`config.mk`:
```
export PLATFORM = sky130hd
export DESIGN_NAME = mul_share_scheduler
export DESIGN_NICKNAME = d
export VERILOG_FILES = /design/src/rtl/mul_share_scheduler.sv
export SDC_FILE = /design/constraint.sdc
export NUM_CORES = 1
export LEC_CHECK = 0
export ABC_AREA = 1
export BUFFER_PORTS_ARGS = -buffer_cell sky130_fd_sc_hd__buf_2
export CELL_PAD_IN_SITES_DETAIL_PLACEMENT = 1
export CELL_PAD_IN_SITES_GLOBAL_PLACEMENT = 2
export CORE_MARGIN = 3
export CORE_UTILIZATION = 24
export CTS_CLUSTER_DIAMETER = 30
export DETAILED_ROUTE_END_ITERATION = 8
export GPL_TIMING_DRIVEN = 0
export HOLD_SLACK_MARGIN = 0.05
export PLACE_DENSITY = 0.76
export SLEW_MARGIN = 5
export SYNTH_ARGS = -nofsm -noshare
export SYNTH_HDL_FRONTEND = slang
export SYNTH_SLANG_ARGS = --single-unit
```
`constraint.sdc`:
```
create_clock -name clock -period 3.1 [get_ports clock]
set_input_delay 0.31 -clock clock [delete_from_list [all_inputs] [get_ports clock]]
set_output_delay 0.31 -clock clock [all_outputs]
set_load 0.05 [all_outputs]
```
`src/rtl/mul_share_scheduler.sv`:
```
// mul_share_scheduler
// Round-robin front end that time-shares one sequential signed multiplier
// between NREQ requesters. A granted requester's operands are latched,
// the multiplier is initialised for one cycle, the fixed iteration latency
// is counted out, and the product is returned tagged with the owner index.

module mul_share_scheduler #(
    parameter int W          = 16,
    parameter int NREQ       = 4,
    parameter int IDW        = 2,
    parameter int MUL_CYCLES = 15
) (
    input  logic                clock,
    input  logic                reset,
    input  logic [NREQ-1:0]     req,
    input  logic [NREQ*W-1:0]   req_a,
    input  logic [NREQ*W-1:0]   req_b,
    output logic [NREQ-1:0]     gnt,
    output logic                busy,
    output logic                done,
    output logic [IDW-1:0]      done_id,
    output logic [2*W-1:0]      result,
    output logic [W-1:0]        mul_inA,
    output logic [W-1:0]        mul_inB,
    output logic                mul_init,
    input  logic [2*W-1:0]      mul_out
);

    localparam int CW = $clog2(MUL_CYCLES + 1);

    typedef enum logic [1:0] {
        IDLE,
        LOAD,
        RUN
    } state_t;

    state_t          state;
    logic [IDW-1:0]  rr_ptr;
    logic [IDW-1:0]  owner;
    logic [CW-1:0]   counter;

    logic            win_valid;
    logic [IDW-1:0]  win_idx;
    logic [IDW-1:0]  rr_next;
    logic [IDW:0]    cand;

    // Round-robin search: first set req bit at or above rr_ptr, with wrap
    always_comb begin
        win_valid = 1'b0;
        win_idx   = '0;
        cand      = '0;
        for (int unsigned n = 0; n < NREQ; n++) begin
            cand = {1'b0, rr_ptr} + (IDW+1)'(n);
            if (cand >= (IDW+1)'(NREQ))
                cand = cand - (IDW+1)'(NREQ);
            if (!win_valid && req[cand[IDW-1:0]]) begin
                win_valid = 1'b1;
                win_idx   = cand[IDW-1:0];
            end
        end
        rr_next = (win_idx == IDW'(NREQ - 1)) ? '0 : win_idx + 1'b1;
    end

    // Grant is combinational so the accept pulse lands in the IDLE cycle
    // that samples the operands; suppressed while reset is held.
    always_comb begin
        gnt = '0;
        if (state == IDLE && !reset && win_valid)
            gnt[win_idx] = 1'b1;
    end

    assign busy = (state != IDLE);

    // Control FSM with registered multiplier drive and result outputs
    always_ff @(posedge clock or posedge reset) begin
        if (reset) begin
            state    <= IDLE;
            rr_ptr   <= '0;
            owner    <= '0;
            counter  <= '0;
            done     <= 1'b0;
            done_id  <= '0;
            result   <= '0;
            mul_inA  <= '0;
            mul_inB  <= '0;
            mul_init <= 1'b0;
        end else begin
            case (state)
                IDLE: begin
                    done <= 1'b0;
                    if (win_valid) begin
                        mul_inA  <= req_a[win_idx*W +: W];
                        mul_inB  <= req_b[win_idx*W +: W];
                        owner    <= win_idx;
                        rr_ptr   <= rr_next;
                        mul_init <= 1'b1;
                        state    <= LOAD;
                    end
                end
                LOAD: begin
                    mul_init <= 1'b0;
                    counter  <= CW'(MUL_CYCLES);
                    state    <= RUN;
                end
                RUN: begin
                    counter <= counter - 1'b1;
                    if (counter == CW'(1)) begin
                        result  <= mul_out;
                        done_id <= owner;
                        done    <= 1'b1;
                        state   <= IDLE;
                    end
                end
                default: begin
                    mul_init <= 1'b0;
                    state    <= IDLE;
                end
            endcase
        end
    end

endmodule

```
Word-level counts from Yosys, hierarchy flattened. Index checks and enable logic that the tools add are counted.

Add/sub/neg operators: 9. Order comparisons: 10. Equality and inequality tests: 6. Shift-type cells: 2. Multiplexer cells: 32. Bitwise gates (word level): 1. Reduce and logical (&&, ||, !) cells: 19.

Operators with widths (number): 64-bit by 7-bit variable part select with 16-bit output (2); 2-bit two-way mux (11); 2-bit by 3-bit < comparator with 1-bit output, second input constant (5); 1-bit two-way mux (11); 2-bit AND reduction (5); 3-bit >= comparator, second input constant (3); 1-bit binary-select mux with 2-bit select (4); 4-bit one-hot mux with 2 select lines (1); 2-bit by 1-bit subtractor with 2-bit output, second input constant (4); 2-bit by 2-bit adder with 3-bit output, second input constant (2); 1-bit logical AND (6); 2-bit one-hot mux with 3 select lines (1); 2-bit nonzero test (3); 2-bit equality test, second input constant (2); 4-bit by 1-bit equality test with 1-bit output, second input constant (1); 1-bit logical NOT (4); 4-bit two-way mux (1); 2-bit != test, second input constant (2); 1-bit one-hot mux with 2 select lines (2); 4-bit by 1-bit subtractor with 4-bit output, second input constant (1); 2-bit by 1-bit adder with 3-bit output, second input constant (1); 2-bit by 3-bit >= comparator with 1-bit output, second input constant (1); 2-bit by 1-bit adder with 2-bit output, second input constant (1); 1-bit demux with 2-bit select (1); 4 further kinds (4).

Flip-flop bits (word level): 78. Output and inout port bits: 73. Logic and storage cells: 89.

Logic depth before layout (Yosys ltp). Gate-level depths: netlist of run 1.

Depth in word-level cells: 19. Depth in mapped cells: 14.

Worst setup path before layout of run 1. OpenSTA, ideal clock, no wires.

Path kind: input -> output. Start: input port reset. End: output port gnt[0]. Arrival: 3.393 ns. Data required time: 2.790 ns. Slack: -0.603 ns. Stages: 3. Buffers on the path: 0. Path through: inv_1 -> nand2_1 -> nor3_1.

Cells in the longest elaborated chain, start to end: 4.

Ends and longest elaborated chain: start: declaration (line 14) `input logic reset,`; 1-bit logical NOT (no line); 1-bit logical AND (2 in a row) (line 68) `if (state == IDLE && !reset && win_valid)`; 4-bit two-way mux (line 68); end: declaration (line 18) `output logic [NREQ-1:0] gnt,`.

No other way between the ends.

Worst setup path after layout of run 1.
Start: register rr_ptr[0]. End: output port gnt[3].

Cells in the longest elaborated chain, start to end: 19. Elaborated cells between the ends (all ways): 44. Those cells by class: 7 x add/sub; 6 x order compare; 23 x mux; 8 x reduce/logical.

Ends and longest elaborated chain: start: declaration (line 38) `logic [IDW-1:0] rr_ptr;`; start signal: assignment (line 95) `rr_ptr <= rr_next;`; branches (longest 18 deep; another with 2-bit by 1-bit adder with 3-bit output); 4-bit two-way mux (*) (line 68).

Mark *: on every way between the ends. The select of a mux whose other input is x is not followed.

==> impl_results.md, run 1 <==
- Status: complete, no violations
- GPL Wtd Cong: 0.797
- Worst hold start: mul_out[23]
- Relative slew margins: 0.612
- Via count: 4879
- Ant. Diodes: 0
- Max Clock Freq: 0.351 GHz
- Seq/Total Area, Yosys: 0.415
- Post-route cell area: 6590 um2
- Initial antenna violation count: 1
- Worst clock skew: 8.60 ps
- Core area: 19000 um2
- Port Buf Inserts: 238
- Clock tree buffer depth: 2
- Top cells by instance count after synthesis: nand2_1 (168), nand3_1 (132), dfrtp_1 (78)
- Critical path's largest stage delay: 390 ps
- EDFF count, synth: 0
- Io pins: 239
- Die width: 146 um
- Yosys reg bits: 78
- Asr flop ratio synth: 1.00
- Reg clk slew, reported paths: 60 ps
- Post-Layout Cell Count: 1105
- Max-Cap Viols: 0
- Clock Sinks: 78
- Hold Fails Final Rpt: 0
- Share of layout cells above drive strength 1: 0.395
- Vias in the first global route: 5200
- Crit Reg-Reg Endpoint: rr_ptr[1]
- Crit path DAT: 2540 ps
- Pwr/cell area: 1220 nW/um2
- Area grow syn2layout: 40.1%
- Chip height: 146 um
- Worst-Skew Late Latency: 340 ps
- Cell area after placement: 6260 um2
- Final Cycle Share: 0.919
- CTS tree: done
- Detailed Place HPWL: 14.4 mm
- Hold bufs inserted after CTS: 1
- Setup Buffers After CTS: 0
- Layout net count: 1014
- DRC viols: 0
- Syn nets: 762
- CTS buffer count: 9
- # rows: 50
- Effective utilization at floorplan: 0.248
- CP Data Required Time: 2790 ps
- R2R cell count: 13
- ANT nets after route: 0
- Flop-to-flop setup slack: 870 ps
- Root buffer cell: clkbuf_16
- Global route total overflow: 0
- Hold/Removal Path Class: input pin to flip-flop
- Critical Path Sink Type: output port
- Die Area: 21300 um2
- Count of final setup violators: 0
- Global-route total usage across every layer: 0.166
- Hold path depth: 2
- Htree depth: 3
- First-pass GRT wire length: 28.2 mm
- Mapped cell area: 4700 um2
- Drt via density: 4.42
- Placed Cells: 1088
- Main area contributors after synthesis: dfrtp_1 (42%), nand3_1 (14%), nand2_1 (13%)
- Crit path buffers/inverters: 5
- CP delay by family, top: simple AND/OR/NAND/NOR gates
- Synth Instances: 588
- Ys Warns: 0
- Leak: 0.00358 uW
- Drt initial violations: 103
- Setup CP Type: flip-flop to output port
- Area share of the leading cell type in the synthesized netlist: 0.415
- Crit path launch type: flip-flop
- Worst Tran Pin Value: 582 ps
- First-pass iteration count of the detailed router: 4
- Fill count: 2399
- WL/cell: 16.1 um
- Tmin final: 2850 ps
- Most common cell in the netlist: nand2_1
- Final Max Tran Viols: 0
- Hold EP: result[23]
- Max stage delay cell, worst path: dfrtp_1
- DRT Wirelength: 17.8 mm
- RR Startpoint: rr_ptr[0]
- Post-synth top flop: dfrtp_1
- Synth cell types: 31
- Peak VDD IR: 0.383 mV
- Resize count post-CTS: 0
- Largest area contributor in the netlist: dfrtp_1
- Syn_area_per_cell: 7.99 um2
- Max FO, Critical Path: 10
- CP cell instances: buf_4, nand2_1, nand2_1, nand2_1, nand2_2, nor2_4, nand3_1, nand2_2, nand2_2, buf_2, inv_1, ha_1, inv_1, nor2_1, buf_2
- RSZ-0062 raised after global routing: false
- Largest net degree at the start of global routing: 31
## layout make-up
class                   count  area [um2]  area share
plain buffers              38         249      0.0378
clock buffers              10         229      0.0348
clock inverters             6        86.3      0.0131
inverters                  54         206      0.0314
multi-input cells         418        2300       0.349
flip-flops and latches     78        1950       0.296
well taps                 260         325      0.0494
repair buffers            241        1240       0.188
## worst register-to-register path: cells and delay by family, from the launching register on
kind                       cells  cell delay (ps)
DFF                            1              390
buffers and inverters          4              670
AOI/OAI and AO/OA              1               60
adders and majority gates      1              320
and+or+nand+nor                7              690
## power by group
group | total, uW | internal [uW] | switching, uW
clock | 1150 | 705 | 442
sequential | 1550 | 1360 | 187
combinational | 5320 | 1600 | 3720
## metrics by stage
step / hold slack (ps) / TNS, ps / total power, uW / setup slack, ps / utilization
2_1_floorplan: 460 / 0 / 5420 / 322 / -
3_3_place_gp: 473 / -590 / 6930 / -158 / 0.328
3_5_place_dp: 388 / 0 / 7000 / 570 / 0.330
4_1_cts: 188 / 0 / 8190 / 179 / 0.347
5_1_grt: 193 / 0 / 8750 / 60.2 / 0.347
6_report: 204 / 0 / 8020 / 250 / 0.347
## logic make-up (layout without fill, tap and decap cells)
logic type / after synthesis / count (layout) / share of synthesized area
AND/OR/NAND/NOR: 356 / 356 / 0.362
AO/OA/AOI/OAI: 19 / 19 / 0.0229
adder cells (fa/ha/maj): 8 / 8 / 0.0213
buffers and inverters: 92 / 349 / 0.0961
multiplexers: 33 / 33 / 0.0791
flip-flops: 78 / 78 / 0.415
XOR/XNOR: 2 / 2 / 0.00373
## worst max path at each step
stage / start / endpoint / slack [ps] / cells after the start
after floorplan: reset / gnt[0] / 320 / 3
after global placement: reset / gnt[0] / -160 / 5
after detailed placement: rr_ptr[0] / gnt[3] / 570 / 15
after CTS: rr_ptr[0] / gnt[3] / 180 / 15
after global routing: rr_ptr[0] / gnt[3] / 60 / 15
final: rr_ptr[0] / gnt[3] / 250 / 15
## per-layer routing
| layer | GRT usage | share of wire |
|---|---|---|
| met1 | 0.204 | 0.43 |
| met2 | 0.274 | 0.46 |
| met3 | 0.0604 | 0.094 |
| met4 | 0.0465 | 0.012 |
| met5 | 0 | 0.00073 |
## flip-flops by register name, summed over array words and instances (netlist names)
name / count
result: 32
mul_inA: 16
mul_inB: 16
counter: 4
done_id: 2
owner: 2
rr_ptr: 2
state: 2
done: 1
mul_init: 1
## cells in the final DEF (no fill, tap or decap), drive strengths merged, types with 8 or more instances in the layout
| cell | n |
|---|---|
| ha | 8 |
| nor2 | 12 |
| mux2 | 33 |
| dfrtp | 78 |
| buf | 269 |
| nand2 | 174 |
| o21ai | 10 |
| nand3b | 33 |
| inv | 53 |
| clkbuf | 19 |
| nand3 | 134 |
Power figures use the tool's default switching activity.
==> run 2: changes to the inputs <==
- PLACE_DENSITY: 0.76 -> 0.87
==> impl_results.md, run 2 (synthesis results as in run 1) <==
- GPL Wtd Cong: 0.783 (-1.8%)
- Final Cycle Share: 0.915 (-0.00413)
- Max reg flops: 32 (unchanged)
- Count of final setup violators: 0 (unchanged)
- Largest net degree at the start of global routing: 40 (+29%)
- Via count: 4904 (+0.51%)
- Flop pwr share: 0.190 (-0.003)
- Relative slew margins: 0.636 (+0.0237)
- Peak VDD IR: 0.333 mV (-13%)
- Drt initial violations: 136 (+32%)
- Fill count: 2409 (+0.42%)
- Crit path launch type: flip-flop
- DRC viols: 0 (unchanged)
- Effective utilization at floorplan: 0.248 (unchanged)
- Max FO, Critical Path: 10 (unchanged)
- Worst-Skew Late Latency: 340 ps (about the same)
- Initial antenna violation count: 5 (+4)
- First-pass GRT wire length: 28.3 mm (+0.37%)
- Vias in the first global route: 5240 (+0.77%)
- Htree depth: 3 (unchanged)
- First-pass iteration count of the detailed router: 4 (unchanged)
- Clock Power Share: 0.144 (about the same)
- ANT nets after route: 0 (unchanged)
- Logic gate share of total power: 0.666 (+0.002)
- Drt via density: 4.43 (+0.33%)
- Max Clock Freq: 0.352 GHz (+0.45%)
- CP Data Required Time: 2790 ps (about the same)
- CTS buffer count: 9 (unchanged)
- Die width: 146 um (unchanged)
- Critical Path Sink Type: output port
- CTS tree: done
- Reg clk slew, reported paths: 60 ps (about the same)
- Sw Ratio: 0.545 (+0.00133)
- Most flop-heavy register: result
- Clock Sinks: 78 (unchanged)
- Pwr/cell area: 1220 nW/um2 (+0.36%)
- Setup CP Type: flip-flop to output port
- Share of layout cells above drive strength 1: 0.396 (+0.00118)
- Crit path DAT: 2530 ps (about the same)
- Hold Fails Final Rpt: 0 (unchanged)
- Die Area: 21300 um2 (unchanged)
- Total power draw: 8060 uW (+0.59%)
- Global-route total usage across every layer: 0.167 (+0.00113)
- Worst Tran Pin Value: 547 ps (-35.5 ps)
- # rows: 50 (unchanged)
- Layout net count: 1014 (unchanged)
- Port Buf Inserts: 238 (unchanged)
- RSZ-0062 raised after global routing: false
- Max-Cap Viols: 0 (unchanged)
- Fin util: 0.348 (+0.000792)
- Final Max Tran Viols: 0 (unchanged)
- WL/cell: 16.3 um (+1.6%)
- Leak: 0.00358 uW (+0.12%)
- Hold/Removal Path Class: input pin to flip-flop
- Root buffer cell: clkbuf_16
- Global route total overflow: 0 (unchanged)
- Io pins: 239 (unchanged)
- Most frequent cells in the layout: buf_2 (249), nand2_1 (168), nand3_1 (132), dfrtp_1 (78), inv_1 (50)
- Area grow syn2layout: 40.4%
- Pint: 3670 uW (+0.30%)
- Top flop regs: result (32), mul_inA (16), mul_inB (16)
- Tmin final: 2840 ps (-12.8 ps)
- Worst clock skew: 6.72 ps (-1.88 ps)
- Clock tree buffer depth: 2 (unchanged)
- DRT Wirelength: 18.1 mm (+1.8%)
- Switching power: 4390 uW (+0.84%)
- Most common cell after layout, fill and taps aside: buf_2
- Core area: 19000 um2 (unchanged)
- Detailed Place HPWL: 14.4 mm (about the same)
- Chip height: 146 um (unchanged)
- Status: complete, no violations
==> run 2: worst max-delay path, cell delays in order (launching register included) <==
cell and delay [ps]:
dfrtp_1 390, buf_4 180, nand2_1 70, nand2_1 80, nand2_1 110, nand2_2 70, nor2_4 130, nand3_1 100
nand2_2 90, nand2_2 120, clkbuf_4 230, inv_1 90, ha_1 140, inv_1 40, nor2_1 110, buf_4 220
==> run 2: area by class of cell <==
class,instances,area (um2),share of cell area
Sequential cell,78,1950,0.296
Timing Repair Buffer,241,1240,0.188
Tap cell,260,325,0.0493
Clock inverter,7,95.1,0.0144
Clock buffer,9,225,0.0341
Inverter,54,206,0.0313
Multi-Input combinational cell,418,2300,0.348
Antenna cell,2,5.00,0.000758
Buffer,38,251,0.0381
==> run 2: through the flow <==
| step | setup TNS, ps | cells | setup WS (ps) | area [um2] | hold WS [ps] |
|---|---|---|---|---|---|
| after detailed placement | 0 | 1088 | 549 | 6260 | 236 |
| after CTS | 0 | 1105 | 140 | 6590 | 183 |
| after global placement | -259 | 1086 | -69.0 | 6220 | 471 |
| after floorplan | 0 | 588 | 322 | 4700 | 460 |
| final | 0 | 1107 | 263 | 6600 | 199 |
| after global routing | 0 | 1107 | 6.58 | 6600 | 186 |
==> run 2: routing by layer <==
metal | global-route usage | up-vias | wire (um)
met5 | 0 | - | 36
met4 | 0.0475 | 6 | 313
met3 | 0.0545 | 23 | 1530
met2 | 0.284 | 185 | 8570
met1 | 0.203 | 2261 | 7630
li1 | - | 2429 | -
==> run 2: power groups by stage <==
stage | clock (uW) | sequential, uW | combinational (uW)
global route | 1240 | 1570 | 5980
CTS | 1190 | 1540 | 5490
finish | 1160 | 1530 | 5370
floorplan | 0 | 2390 | 3030
global placement | 0 | 1540 | 5400
detailed placement | 0 | 1550 | 5470
==> run 2: repair_timing <==
action	in CTS	in global routing
resized for setup	0	3
endpoints found under the setup margin	0	2
endpoints found under the hold margin	5	0
hold buffers	1	0
setup buffers	0	0
==> run 2: path summary, 6_finish.rpt <==
check	startpoint	end	slack, ps	depth (start not counted)
max	rr_ptr[0]	gnt[3]	260	15
min	mul_out[4]	result[4]	200	2
max reg2reg	rr_ptr[0]	mul_inB[4]	930	11
min reg2reg	mul_inA[5]	mul_inA[5]	490	2
max in group asynchronous	reset	mul_inB[14]	1960	5
min in group asynchronous	reset	counter[3]	430	3
